<file path="src/rtl/if_stage.sv">
// if_stage: instruction fetch stage with PC register, IF/ID pipeline register,
// RUN/HALT break control and a count of fetched instructions.
// Ports:
//   clk, rst_n          clock, asynchronous active-low reset
//   PCWrite             PC update enable (hazard unit)
//   IF_ID_Write         IF/ID load enable (hazard unit)
//   IF_ID_FLUSH         IF/ID clear-to-NOP (hazard unit)
//   PCSrc, branch_target taken branch/jump and its redirect address
//   brk, resume         enter / leave HALT
//   instr_in            instruction memory read data for address pc
//   pc                  current fetch address
//   IF_ID_PC4, IF_ID_INSTR, IF_ID_RS, IF_ID_RT  IF/ID register contents
//   halted              high while in HALT
//   fetch_count         instructions accepted into IF/ID (wraps)
module if_stage (
   input  logic        clk,
   input  logic        rst_n,
   input  logic        PCWrite,
   input  logic        IF_ID_Write,
   input  logic        IF_ID_FLUSH,
   input  logic        PCSrc,
   input  logic [31:0] branch_target,
   input  logic        brk,
   input  logic        resume,
   input  logic [31:0] instr_in,
   output logic [31:0] pc,
   output logic [31:0] IF_ID_PC4,
   output logic [31:0] IF_ID_INSTR,
   output logic [4:0]  IF_ID_RS,
   output logic [4:0]  IF_ID_RT,
   output logic        halted,
   output logic [31:0] fetch_count
);

   localparam int unsigned XLEN = 32;
   localparam logic [XLEN-1:0] NOP = '0;

   typedef enum logic {
      S_RUN  = 1'b0,
      S_HALT = 1'b1
   } state_t;

   state_t          state;
   logic [XLEN-1:0] pc_plus4;
   logic [XLEN-1:0] target_aligned;

   // Sequential fetch address wraps naturally modulo 2^32.
   assign pc_plus4       = pc + XLEN'(4);
   // Redirect targets are forced to word alignment.
   assign target_aligned = branch_target & ~XLEN'(3);

   // Register slices of the latched instruction.
   assign IF_ID_RS = IF_ID_INSTR[25:21];
   assign IF_ID_RT = IF_ID_INSTR[20:16];

   // State machine, PC, IF/ID register and fetch counter.
   always_ff @(posedge clk or negedge rst_n) begin
      if (!rst_n) begin
         state       <= S_RUN;
         halted      <= 1'b0;
         pc          <= '0;
         IF_ID_PC4   <= '0;
         IF_ID_INSTR <= NOP;
         fetch_count <= '0;
      end else if (state == S_RUN) begin
         if (brk) begin
            // Entering HALT: freeze pc and drain IF/ID to a bubble.
            state       <= S_HALT;
            halted      <= 1'b1;
            IF_ID_PC4   <= '0;
            IF_ID_INSTR <= NOP;
         end else begin
            if (PCWrite) begin
               pc <= PCSrc ? target_aligned : pc_plus4;
            end
            if (IF_ID_FLUSH) begin
               IF_ID_PC4   <= '0;
               IF_ID_INSTR <= NOP;
            end else if (IF_ID_Write) begin
               IF_ID_PC4   <= pc_plus4;
               IF_ID_INSTR <= instr_in;
               fetch_count <= fetch_count + XLEN'(1);
            end
         end
      end else begin
         // HALT: hazard controls ignored, bubbles fed every cycle.
         IF_ID_PC4   <= '0;
         IF_ID_INSTR <= NOP;
         if (resume && !brk) begin
            state  <= S_RUN;
            halted <= 1'b0;
         end
      end
   end

endmodule

</file>
<file path="config.mk">
export PLATFORM = sky130hd
export DESIGN_NAME = if_stage
export DESIGN_NICKNAME = d
export VERILOG_FILES = /design/src/rtl/if_stage.sv
export SDC_FILE = /design/constraint.sdc
export NUM_CORES = 1
export LEC_CHECK = 0
export BUFFER_PORTS_ARGS = -buffer_cell sky130_fd_sc_hd__buf_4
export CORE_ASPECT_RATIO = 0.8
export CORE_UTILIZATION = 50
export CTS_CLUSTER_DIAMETER = 120
export DETAILED_ROUTE_END_ITERATION = 10
export HOLD_SLACK_MARGIN = 0.03
export PLACE_DENSITY = 0.81
export SETUP_SLACK_MARGIN = 0.1
export SLEW_MARGIN = 20
export SYNTH_ARGS = -nofsm -noshare
export SYNTH_HDL_FRONTEND = slang
export SYNTH_SLANG_ARGS = --single-unit
export TNS_END_PERCENT = 100
</file>
<file path="constraint.sdc">
create_clock -name clk -period 2.2 [get_ports clk]
set_input_delay 0.11 -clock clk [delete_from_list [all_inputs] [get_ports clk]]
set_output_delay 0.11 -clock clk [all_outputs]
set_load 0.005 [all_outputs]
</file>
* Word level (Yosys, flattened, before mapping)
Cells that the tools add are included.
** Cells by class
- Add/subtract/negate cells :: 2
- Multiply operators :: 0
- Div/mod/pow operators :: 0
- Magnitude comparators :: 0
- Equal/unequal tests :: 1
- Shift operators :: 0
- Mux-type cells :: 15
- Bitwise gates (word level) :: 3
- Reduce and logical (&&, ||, !) cells :: 7
** Operator list (count)
- 2-to-1 mux 32 bit :: 9
- adder 32 x 1 -> 32 bit (second input constant) :: 1
- adder 32 x 3 -> 32 bit (second input constant) :: 1
- 2-to-1 mux 1 bit :: 6
- AND reduction 4 bit :: 1
- nonzero test 4 bit :: 1
- inverter 1 bit :: 3
- AND reduction 3 bit :: 1
- inequality test 2 x 1 -> 1 bit (second input constant) :: 1
- AND reduction 2 bit :: 1
- nonzero test 2 bit :: 1
- logical AND 1 bit :: 1
- logical NOT 1 bit :: 1
** Storage, ports and cells
- Register bits after elaboration :: 130
- Bits in latches :: 0
- Memory bits (writable) :: 0
- Memory bits (read-only) :: 0
- Input port bits :: 72
- Output and inout bits :: 139
- Logic and storage cells :: 34
- Memories kept :: 0

* Logic depth before layout (Yosys ltp)
Gate-level depths: netlist of run 1.
- Depth in word-level cells :: 5
- Depth in mapped cells :: 7
- Gate-level depth less buffers :: 6

* Worst setup path after synthesis of run 1
No wires, ideal clock.
- Kind :: reg-to-reg
- Start :: register pc[2]
- End :: register pc[16]
- Setup time :: 0.069 ns
- Arrival :: 2.017 ns
- Required time :: 2.131 ns
- Path slack :: 0.114 ns
- Cell stages (with the launch flop) :: 7
- Buffers on the path :: 0
- Period minus slack after synthesis :: 2.086 ns
- Cells stage by stage :: dfrtp_1 ha_1 nand4_1 nor4_1 nand2_1 or4_1 nand3_1
** On the way
- Word-level cells in the longest chain between the ends :: 2
** RTL lines
- start, declared :: RTL line 26 : output logic [31:0] pc,
- start signal, assigned :: RTL line 74 : pc <= PCSrc ? target_aligned : pc_plus4;
- adder 32 x 3 -> 32 bit :: RTL line 48 : assign pc_plus4 = pc + XLEN'(4);
- 2-to-1 mux 32 bit :: RTL line 74
Every way passes these cells.
A chain may end at the register's enable or synchronous reset.

* Worst setup path in the final report of run 1
- Start :: register pc[14]
- End :: register IF_ID_PC4[27]
** On the way
- Word-level cells in the longest chain between the ends :: 5
** RTL lines
- adder 32 x 3 -> 32 bit :: RTL line 48
- 2-to-1 mux 32 bit :: RTL line 79 : end else if (IF_ID_Write) begin
- 2-to-1 mux 32 bit :: RTL line 76 : if (IF_ID_FLUSH) begin
- 2-to-1 mux 32 bit :: RTL line 66 : if (brk) begin
- 2-to-1 mux 32 bit :: RTL line 65 : end else if (state == S_RUN) begin
- end signal, assigned :: RTL line 80 : IF_ID_PC4 <= pc_plus4;
- end, declared :: RTL line 27 : output logic [31:0] IF_ID_PC4,
Every way passes these cells. The select of a mux whose other input is x is not followed.

==> impl_table.tex, run 1 <==
\begin{tabular}{lr}
\hline
Metric & Value \\
\hline
\multicolumn{2}{l}{\textbf{Placed design}} \\
\quad Port-buffer cells & between 200 and 250 \\
\quad Worst slack at placement & 70.0 ps \\
\quad Total placed instance area & 7910 um\^{}2 \\
\quad Post-detailed-placement half-perimeter wirelength & $\sim$13 mm \\
\quad Placer's final routability congestion estimate & 0.859 \\
\multicolumn{2}{l}{\textbf{Timing}} \\
\quad Time the worst path needs with I/O delays and setup & 2110 ps \\
\quad Unrepaired setup endpoints after global routing & yes \\
\quad Final worst hold slack & $\sim$32 ps \\
\quad Final setup violating endpoints & 0 \\
\quad Sum of negative setup slack & 0 ps \\
\quad Pins Over Slew Limit & 0 \\
\quad Final cycle utilization of the critical path & 95.7\% \\
\quad Fmax & 475 MHz \\
\quad Final WS setup & 94.3 ps \\
\quad Hold violation count in the final report & 0 \\
\quad Worst clock skew on the final layout & 9.94 ps \\
\multicolumn{2}{l}{\textbf{Yosys}} \\
\quad Synthesized cell area & around 6100 um\^{}2 \\
\quad Share of synthesized registers carrying an async set or reset & 100\% \\
\quad Mean post-synth cell area & 10.1 um\^{}2 \\
\quad Synth warnings & 0 \\
\quad Library cell occupying the most area in the post-synthesis netlist & dfrtp\_1 \\
\quad Area fraction in compound gates after synthesis & 15.8\% \\
\quad Distinct cells, synth & 53 \\
\quad Share of synthesized cell area in full adder, half adder and majority cells & 0.408\% \\
\quad Post-synth EDFFs & 0 \\
\quad Portion of the post-synthesis area used by sequential elements & 51.8\% \\
\quad Post-synthesis cell count & 605 \\
\quad Area fraction in and, or, nand and nor cells after synthesis & 18.7\% \\
\quad Share of cell area taken by muxes after synthesis & 0.653\% \\
\quad Yosys top cell area share & approximately half \\
\quad Largest family of logic cells by synthesized area & simple AND/OR/NAND/NOR gates \\
\quad Top\_reg\_cell synth & dfrtp\_1 \\
\quad Synth Area in XOR/XNOR & a little over 8\% \\
\quad Flip-flop and latch count after synthesis & roughly 130 \\
\quad Top cells by area, synth & dfrtp\_1, a22o\_1, nand2\_1 \\
\multicolumn{2}{l}{\textbf{Critical path}} \\
\quad Arrival time reported for the critical path endpoint & 2390 ps \\
\quad Register-to-Register Setup Slack & 90 ps \\
\quad Worst Reg-to-Reg Cells & 6 \\
\quad R2R Path Start & pc[14] \\
\quad Worst-path maximum fanout & 6 \\
\quad Worst setup SP type & flip-flop \\
\quad Endpoint of the most critical register-to-register path & IF\_ID\_PC4[27] \\
\quad Crit end category & flip-flop \\
\quad Required time reported for the critical path endpoint & 2480 ps \\
\quad Worst setup path endpoint & IF\_ID\_PC4[27] \\
\quad Critical Path Start & pc[14] \\
\quad Critical path type & flip-flop to flip-flop \\
\multicolumn{2}{l}{\textbf{Cells and area}} \\
\quad Layout Cell Area excl Fill & about 9200 um\^{}2 \\
\quad Share of layout cells above drive strength 1 & 34.4\% \\
\quad Diodes inserted & 0 \\
\quad Final core occ & 78.0\% \\
\quad Synth-to-Final Area Change & 49.4\% \\
\quad Final net count & 955 \\
\multicolumn{2}{l}{\textbf{Min path}} \\
\quad Count of cells along the worst hold path & 3 \\
\quad Type of the most critical hold path & primary input to flip-flop \\
\multicolumn{2}{l}{\textbf{Die}} \\
\quad Die Footprint & 12700 um\^{}2 \\
\quad Number of core rows & 35 \\
\quad Initial core utilization & a little over half \\
\quad Die Height & 101 um \\
\quad Boundary Pins & 211 \\
\quad Core box area & 11700 um\^{}2 \\
\quad Horizontal die dimension & 126 um \\
\multicolumn{2}{l}{\textbf{Global routing}} \\
\quad Pin count of the biggest net entering global routing & 68 \\
\quad Via count of the first global-routing pass & 5720 \\
\quad Overall track demand over capacity in global routing & between 30\% and 40\% \\
\quad Global route overflow & 0 \\
\quad First-pass GRT wire length & 30.2 mm \\
\quad Number of antenna violations at the first check in global routing & 0 \\
\multicolumn{2}{l}{\textbf{Routing}} \\
\quad Post-DRT Antenna Nets & 0 \\
\quad First drt pass iteration count & 5 \\
\quad Final wirelength & about 19 mm \\
\quad Number of vias per cell after detailed routing & 5.69 \\
\quad Routed wirelength normalized by instance count & 18.7 um \\
\quad Starting DRT DRC Count & around 490 \\
\quad Total number of vias & 5925 \\
\quad Number of remaining DRC errors & 0 \\
\multicolumn{2}{l}{\textbf{Clock tree}} \\
\quad Clock insertion delay at the later pin of the skew report & $\sim$420 ps \\
\quad Root buffer cell & clkbuf\_16 \\
\quad Clock Sink Count & between 100 and 150 \\
\quad H-tree levels & 4 \\
\quad Clock buffer depth & 2 \\
\quad Clock tree from TritonCTS & built \\
\quad CTS clock-pin slew for the worst setup and hold paths & about 60 ps \\
\quad Number of buffers created by CTS & 17 \\
\multicolumn{2}{l}{\textbf{Power and ir drop}} \\
\quad LEAKAGE & approximately 0.0044 uW \\
\quad Max VDD drop & 630 uV \\
\quad Pwr Density & 745 nW/um\^{}2 \\
\multicolumn{2}{l}{\textbf{Run}} \\
\quad Count of maximum capacitance violations & 0 \\
\multicolumn{2}{l}{\textbf{Outcome}} \\
\quad Status & completed \\
\hline
\end{tabular}
[where the power goes]
| part | leakage (uW) | switching, uW | internal (uW) |
|---|---|---|---|
| Sequential | 0.00166 | 230 | 2510 |
| Combinational | 0.00252 | 628 | 689 |
| Clock | 0.000266 | 1070 | 1690 |
| Total | 0.00445 | 1930 | 4890 |
[how the worst min path moves through the flow]
stage                                  from               to  slack, ps
after floorplan                       rst_n   IF_ID_INSTR[0]       -190
after global placement                rst_n  IF_ID_INSTR[15]         90
after detailed placement              rst_n  IF_ID_INSTR[15]        100
after CTS                 branch_target[30]           pc[30]         30
after global routing      branch_target[17]           pc[17]         40
final                     branch_target[30]           pc[30]         30
[cell usage after synthesis (5+ instances only)]
| library cell | n |
|---|---|
| dfrtp_1 | 127 |
| nand2_1 | 73 |
| o21ai_0 | 44 |
| a22o_1 | 33 |
| nor2_1 | 31 |
| xnor2_1 | 30 |
| clkbuf_1 | 29 |
| a21oi_1 | 28 |
| xor2_1 | 27 |
| nand3_1 | 25 |
| nand4_1 | 22 |
| buf_4 | 14 |
| and3_1 | 12 |
| nor3_1 | 10 |
| o22ai_1 | 10 |
| inv_1 | 8 |
| a2bb2oi_1 | 6 |
| and4_1 | 6 |
| a31oi_1 | 5 |
[cells in the final DEF (no fill, tap or decap), types with 17 or more instances in the layout]
cell and count:
a22o_1 33, a21oi_1 28, clkbuf_16 17, xnor2_1 30, nand2_1 71, o21ai_0 41
nand4_1 22, dlygate4sd3_1 53, buf_4 251, dfrtp_1 124, nand3_1 25, nor2_1 31
xor2_1 27
[through the flow]
stage / std cells / total power (uW)
CTS: 1027 / 6760
global route: 1041 / 7070
detailed placement: 943 / 3940
finish: 1041 / 6820
floorplan: 606 / 3270
global placement: 943 / 3900
[worst max-delay path, stage by stage (launching register included)]
cell and delay (ps):
dfrtp_1 490, nand2_2 190, or4_4 620, nor4b_4 330
buf_4 170, xnor2_1 100, o21ai_0 80
[per-layer routing]
layer	routed length (um)	part of all wire (%)	vias up	global-route usage [%]
met1	8180	42	2886	39.8
met3	1430	7.4	39	7.22
met4	408	2.1	0	11.9
met5	0	0	-	0
met2	9410	48	280	51.5
li1	-	-	2720	-
[final cells by class]
cell class              count  area (um^2)
clock buffers              18          439
flip-flops and latches    127         3180
fillers                   733         2580
repair buffers            306         2450
well taps                 148          185
inverters                   8         30.0
multi-input cells         421         2730
clock inverters            13          141
[what timing repair did]
item | in CTS | in global routing
setup endpoints to repair | 14 | 29
hold endpoints to repair | 82 | 3
buffers inserted | 3 | 11
resized for setup | 2 | 11
hold buffers | 50 | 3
pin swaps | 3 | 18
[logic make-up (layout without fill, tap and decap cells)]
logic type | count (synthesis) | after routing
AND/OR/NAND/NOR | 209 | 209
AO/OA/AOI/OAI | 147 | 147
adder cells (fa/ha/maj) | 2 | 2
flip-flops | 127 | 127
buffers and inverters | 58 | 345
multiplexers | 4 | 4
XOR/XNOR | 57 | 57
other | 1 | 2
[sequential cells by signal (all words and copies together), names as in the netlist]
| signal | flops |
|---|---|
| pc | 30 |
| state | 1 |
| IF_ID_PC4 | 31 |
| fetch_count | 32 |
| halted | 1 |
| IF_ID_INSTR | 32 |
(Power assumes the default switching activity.)
==> inputs of run 2 (changes only) <==
- PLACE_DENSITY: 0.81 -> 0.8
==> impl_table.tex, run 2 (synthesis results as in run 1) <==
\begin{tabular}{lr}
\hline
Metric & Value \\
\hline
\multicolumn{2}{l}{\textbf{Routing}} \\
\quad Number of vias per cell after detailed routing & 5.69 \\
\quad Routed wirelength normalized by instance count & approximately 18 um \\
\quad Final wirelength & 18.8 mm \\
\quad Number of remaining DRC errors & 0 \\
\quad Total number of vias & $\sim$5900 \\
\quad First drt pass iteration count & 5 \\
\quad Starting DRT DRC Count & 418 \\
\quad Post-DRT Antenna Nets & 0 \\
\multicolumn{2}{l}{\textbf{Run}} \\
\quad Count of maximum capacitance violations & 0 \\
\multicolumn{2}{l}{\textbf{Timing}} \\
\quad Final worst hold slack & 34.4 ps \\
\quad Hold violation count in the final report & 0 \\
\quad Fmax & 504 MHz \\
\quad Unrepaired setup endpoints after global routing & no \\
\quad Time the worst path needs with I/O delays and setup & $\sim$2000 ps \\
\quad Actual transition at the worst max-transition pin & 604 ps \\
\quad Final cycle utilization of the critical path & between 90\% and 100\% \\
\quad Worst slew margin & 59.7\% \\
\quad Sum of negative setup slack & 0 ps \\
\quad Worst clock skew on the final layout & 8.18 ps \\
\quad Final setup violating endpoints & 0 \\
\quad Pins Over Slew Limit & 0 \\
\multicolumn{2}{l}{\textbf{Global routing}} \\
\quad Global route overflow & 0 \\
\quad Number of antenna violations at the first check in global routing & 0 \\
\quad Overall track demand over capacity in global routing & 29.9\% \\
\quad Pin count of the biggest net entering global routing & 49 \\
\quad Via count of the first global-routing pass & 5670 \\
\quad First-pass GRT wire length & around 29 mm \\
\multicolumn{2}{l}{\textbf{Cells and area}} \\
\quad Commonest non-fill, non-tap cell in the layout & buf\_4 \\
\quad Final core occ & around 77\% \\
\quad Final net count & between 900 and 1000 \\
\quad Most used cells in the layout excluding fill and tap cells & buf\_4, dfrtp\_1, nand2\_1 \\
\quad Share of layout cells above drive strength 1 & around 33\% \\
\quad Reg area & 3180 um\^{}2 \\
\quad Largest regs & IF\_ID\_INSTR (32), fetch\_count (32), IF\_ID\_PC4 (31) \\
\quad Synth-to-Final Area Change & 47.8\% \\
\quad Diodes inserted & 0 \\
\quad Area of combinational cells with multiple inputs & 2710 um\^{}2 \\
\quad Layout Cell Area excl Fill & $\sim$9100 um\^{}2 \\
\quad Filler Cell Count & 792 \\
\multicolumn{2}{l}{\textbf{Min path}} \\
\quad End of the worst hold path & pc[17] \\
\quad Worst min-delay path startpoint & branch\_target[17] \\
\quad Count of cells along the worst hold path & 4 \\
\quad Type of the most critical hold path & primary input to flip-flop \\
\multicolumn{2}{l}{\textbf{Critical path}} \\
\quad Register-to-Register Setup Slack & roughly 210 ps \\
\quad Series of cell instances along the critical path & or4b\_4 -> or3\_4 -> nor2\_4 -> nand4\_1 -> xnor2\_1 \\
\quad Cell type of the slowest stage on the worst timing path & or4b\_4 \\
\quad Number of buffer and inverter instances along the worst setup path & 0 \\
\quad Gate family responsible for the most delay along the worst path & simple AND/OR/NAND/NOR gates \\
\quad Worst setup SP type & flip-flop \\
\quad Worst-path maximum fanout & 6 \\
\quad Crit end category & flip-flop \\
\quad Worst Reg-to-Reg Cells & 5 \\
\quad Critical path's largest stage delay & 590 ps \\
\quad Arrival time reported for the critical path endpoint & 2280 ps \\
\quad Required time reported for the critical path endpoint & roughly 2500 ps \\
\quad Critical path type & flip-flop to flip-flop \\
\quad Endpoint of the most critical register-to-register path & fetch\_count[16] \\
\quad R2R Path Start & state \\
\multicolumn{2}{l}{\textbf{Power and ir drop}} \\
\quad Total net switching power & $\sim$1900 uW \\
\quad Switching share of power & 28.6\% \\
\quad Pwr Density & 741 nW/um\^{}2 \\
\quad Power share of the clock group & 40.1\% \\
\quad Relative contribution of combinational cells to total power & about a fifth \\
\quad P\_int & 4800 uW \\
\quad Max VDD drop & 519 uV \\
\quad Relative contribution of sequential cells to total power & 40.8\% \\
\quad LEAKAGE & 0.00439 uW \\
\multicolumn{2}{l}{\textbf{Die}} \\
\quad Initial core utilization & 52.2\% \\
\quad Core box area & 11700 um\^{}2 \\
\quad Die Height & between 100 and 150 um \\
\quad Die Footprint & around 13000 um\^{}2 \\
\quad Number of core rows & 35 \\
\quad Horizontal die dimension & 126 um \\
\quad Boundary Pins & 211 \\
\multicolumn{2}{l}{\textbf{Placed design}} \\
\quad Port-buffer cells & 206 \\
\quad Placer's final routability congestion estimate & 0.910 \\
\quad Total placed instance area & 7920 um\^{}2 \\
\quad Post-detailed-placement half-perimeter wirelength & about 12 mm \\
\multicolumn{2}{l}{\textbf{Clock tree}} \\
\quad H-tree levels & 4 \\
\quad Root buffer cell & clkbuf\_16 \\
\quad CTS clock-pin slew for the worst setup and hold paths & roughly 60 ps \\
\quad Number of buffers created by CTS & 17 \\
\quad Clock Sink Count & 127 \\
\quad Clock buffer depth & 2 \\
\quad Clock tree from TritonCTS & built \\
\quad Clock insertion delay at the later pin of the skew report & about 410 ps \\
\multicolumn{2}{l}{\textbf{Outcome}} \\
\quad Status & completed \\
\hline
\end{tabular}
## run 2: cell count changes in the layout (fill, tap and decap cells not counted), sizes merged
cell         delta
inv             +2
clkbuf          +1
clkinvlp        -3
clkinv          +1
dlygate4sd3     +1
buf            -12
bufinv          -1
## run 2: repair_timing
item	CTS	global route
hold endpoints to repair	93	0
resized for setup	0	8
buffers inserted	0	2
endpoints found under the setup margin	0	23
hold buffers	54	0
## run 2: layout make-up
cell class	count	area share [%]
Timing Repair Buffer	295	26.3
Tap cell	148	2.04
Inverter	8	0.331
Clock buffer	19	5.00
Clock inverter	12	1.23
Sequential cell	127	35.1
Multi-Input combinational cell	421	29.9
## run 2: metal layers
metal / vias up / wire, um / GRT usage [%]
li1: 2695 / - / -
met1: 2866 / 8010 / 38.9
met2: 260 / 9120 / 49.9
met3: 35 / 1310 / 5.41
met4: 0 / 370 / 12.1
met5: - / 0 / 0
## run 2: how the worst max path moves through the flow
stage | from | endpoint | slack (ps) | cells after the start
5_1_grt | pc[8] | IF_ID_PC4[25] | 120 | 5
4_1_cts | state | fetch_count[27] | 100 | 5
2_1_floorplan | pc[2] | pc[16] | 110 | 6
6_report | state | fetch_count[16] | 210 | 5
3_5_place_dp | state | fetch_count[31] | 130 | 5
3_3_place_gp | state | fetch_count[26] | 200 | 5
## run 2: through the flow
step	std cells	worst slack (ps)	total power (uW)
floorplan	606	114	3270
global placement	943	204	3910
detailed placement	943	131	3950
CTS	1028	105	6720
global route	1030	119	6980
finish	1030	214	6720
## run 2: power groups by stage
| stage | sequential [uW] | clock (uW) | combinational [uW] |
|---|---|---|---|
| finish | 2740 | 2690 | 1280 |
| CTS | 2730 | 2720 | 1270 |
| global placement | 2750 | 0 | 1160 |
| detailed placement | 2760 | 0 | 1180 |
| floorplan | 2750 | 0 | 513 |
| global route | 2760 | 2830 | 1390 |
## run 2: worst register-to-register path, delay by kind of cell, from the launching register on
kind	cells	cell delay [ps]
and+or+nand+nor	4	1350
DFF	1	380
xor gates and xnor gates	1	160
==> inputs of run 3 (changes only) <==
- CORE_ASPECT_RATIO: 0.8 -> 1.5
==> impl_table.tex, run 3 (synthesis results as in run 1) <==
\begin{tabular}{lr}
\hline
Metric & Value \\
\hline
\multicolumn{2}{l}{\textbf{Cells and area}} \\
\quad Number of cells in the finished layout apart from fillers & 1040 \\
\quad Area of combinational cells with multiple inputs & 2710 um\^{}2 \\
\quad Share of layout cells above drive strength 1 & 33.4\% \\
\quad Largest regs & IF\_ID\_INSTR (32), fetch\_count (32), IF\_ID\_PC4 (31) \\
\quad Most used cells in the layout excluding fill and tap cells & buf\_4, dfrtp\_1, nand2\_1 \\
\quad Final net count & 948 \\
\quad Reg area & between 3000 and 4000 um\^{}2 \\
\quad Synth-to-Final Area Change & 49.4\% \\
\quad Commonest non-fill, non-tap cell in the layout & buf\_4 \\
\quad Filler Cell Count & 746 \\
\quad Diodes inserted & 0 \\
\multicolumn{2}{l}{\textbf{Global routing}} \\
\quad First-pass GRT wire length & between 20 and 30 mm \\
\quad Via count of the first global-routing pass & 5970 \\
\quad Number of antenna violations at the first check in global routing & 0 \\
\quad Overall track demand over capacity in global routing & around 30\% \\
\quad Global route overflow & 0 \\
\quad Pin count of the biggest net entering global routing & between 50 and 60 \\
\multicolumn{2}{l}{\textbf{Critical path}} \\
\quad R2R Path Start & pc[3] \\
\quad Worst setup SP type & flip-flop \\
\quad Worst-path maximum fanout & 5 \\
\quad Critical path type & flip-flop to flip-flop \\
\quad Worst Reg-to-Reg Cells & 8 \\
\quad Endpoint of the most critical register-to-register path & IF\_ID\_PC4[24] \\
\quad Register-to-Register Setup Slack & approximately 110 ps \\
\quad Crit end category & flip-flop \\
\quad Arrival time reported for the critical path endpoint & 2410 ps \\
\quad Required time reported for the critical path endpoint & 2520 ps \\
\multicolumn{2}{l}{\textbf{Routing}} \\
\quad Routed wirelength normalized by instance count & about 18 um \\
\quad Starting DRT DRC Count & between 300 and 400 \\
\quad Post-DRT Antenna Nets & 0 \\
\quad Number of vias per cell after detailed routing & between 5 and 6 \\
\quad Total number of vias & roughly 5900 \\
\quad First drt pass iteration count & 5 \\
\quad Final wirelength & 18.7 mm \\
\quad Number of remaining DRC errors & 0 \\
\multicolumn{2}{l}{\textbf{Die}} \\
\quad Core box area & approximately 12000 um\^{}2 \\
\quad Number of core rows & 49 \\
\quad Boundary Pins & between 200 and 250 \\
\quad Initial core utilization & 51.3\% \\
\quad Horizontal die dimension & 92.4 um \\
\quad Die Height & between 100 and 150 um \\
\quad Die Footprint & 12700 um\^{}2 \\
\multicolumn{2}{l}{\textbf{Timing}} \\
\quad Pins Over Slew Limit & 0 \\
\quad Final setup violating endpoints & 0 \\
\quad Actual transition at the worst max-transition pin & a little over 500 ps \\
\quad Final cycle utilization of the critical path & a little over nine tenths \\
\quad Worst slew margin & 66.3\% \\
\quad Final worst hold slack & about 55 ps \\
\quad Time the worst path needs with I/O delays and setup & 2090 ps \\
\quad Fmax & 479 MHz \\
\quad Worst clock skew on the final layout & 10.9 ps \\
\quad Final WS setup & 112 ps \\
\quad Unrepaired setup endpoints after global routing & yes \\
\quad Hold violation count in the final report & 0 \\
\quad Sum of negative setup slack & 0 ps \\
\multicolumn{2}{l}{\textbf{Clock tree}} \\
\quad Clock buffer depth & 2 \\
\quad Number of buffers created by CTS & 17 \\
\quad CTS clock-pin slew for the worst setup and hold paths & around 60 ps \\
\quad Clock tree from TritonCTS & built \\
\quad Clock Sink Count & $\sim$130 \\
\quad H-tree levels & 4 \\
\quad Root buffer cell & clkbuf\_16 \\
\quad Clock insertion delay at the later pin of the skew report & approximately 410 ps \\
\multicolumn{2}{l}{\textbf{Outcome}} \\
\quad Status & completed \\
\multicolumn{2}{l}{\textbf{Power and ir drop}} \\
\quad Pwr Density & 771 nW/um\^{}2 \\
\quad Max VDD drop & 587 uV \\
\quad LEAKAGE & 0.00443 uW \\
\quad Total power of the final layout & around 7100 uW \\
\multicolumn{2}{l}{\textbf{Placed design}} \\
\quad Post-detailed-placement half-perimeter wirelength & 12.6 mm \\
\quad Number of cells after detailed placement & approximately 950 \\
\quad Worst slack at placement & 77.3 ps \\
\quad Port-buffer cells & 206 \\
\quad Placer's final routability congestion estimate & 0.875 \\
\multicolumn{2}{l}{\textbf{Min path}} \\
\quad Count of cells along the worst hold path & 3 \\
\quad Type of the most critical hold path & primary input to flip-flop \\
\quad End of the worst hold path & pc[28] \\
\quad Worst min-delay path startpoint & branch\_target[28] \\
\multicolumn{2}{l}{\textbf{Run}} \\
\quad Count of maximum capacitance violations & 0 \\
\hline
\end{tabular}
## run 3: cell types whose count changed in the layout (fill, tap and decap cells not counted), sizes merged
cell / before / now
clkinvlp: 3 / 4
bufinv: 1 / 4
clkinv: 5 / 4
inv: 11 / 9
buf: 241 / 244
dlygate4sd3: 54 / 55
## run 3: layout make-up
class	instances	share of cell area, %
clock inverters	13	2.03
repair buffers	299	26.3
well taps	153	2.09
multi-input cells	421	29.6
inverters	8	0.328
clock buffers	19	4.94
flip-flops and latches	127	34.7
## run 3: how the worst max path moves through the flow
stage	from	to	slack [ps]
global placement	state	fetch_count[18]	100
floorplan	pc[2]	pc[16]	110
global route	pc[3]	IF_ID_PC4[24]	6
finish	pc[3]	IF_ID_PC4[24]	110
detailed placement	state	fetch_count[16]	80
CTS	pc[2]	IF_ID_PC4[24]	90
## run 3: through the flow
| step | instance area (um^2) | util (%) |
|---|---|---|
| floorplan | 6130 | - |
| global placement | 7900 | 66.1 |
| detailed placement | 7900 | 66.1 |
| CTS | 9110 | 76.2 |
| global route | 9160 | 76.6 |
| finish | 9160 | 76.6 |
## run 3: power by group
| group | switching (uW) | internal, uW | leakage, uW |
|---|---|---|---|
| logic | 603 | 699 | 0.00247 |
| registers | 238 | 2510 | 0.00166 |
| clock network | 1060 | 1960 | 0.000302 |
| total | 1900 | 5170 | 0.00443 |
## run 3: metal layers
layer | up-vias | share of wire [%] | global-route usage, %
met1 | 2886 | 36 | 33.7
met5 | - | 0 | 0
met3 | 55 | 6.3 | 7.23
met4 | 0 | 3.1 | 13.0
met2 | 284 | 54 | 54.8
li1 | 2692 | - | -
## run 3: timing repair
action | CTS | global route
pin swaps | 2 | 9
endpoints found under the setup margin | 9 | 24
gates resized for setup | 1 | 9
hold buffers | 55 | 0
endpoints found under the hold margin | 86 | 0
buffers inserted | 2 | 5
## run 3: worst max-delay path, stage by stage, from the launching register on
cell and delay (ps):
dfrtp_1 400, ha_2 200, nand4_1 220, buf_6 210, nor4_4 230, buf_4 180, nand4_1 180, xor2_1 200
o21ai_1 170
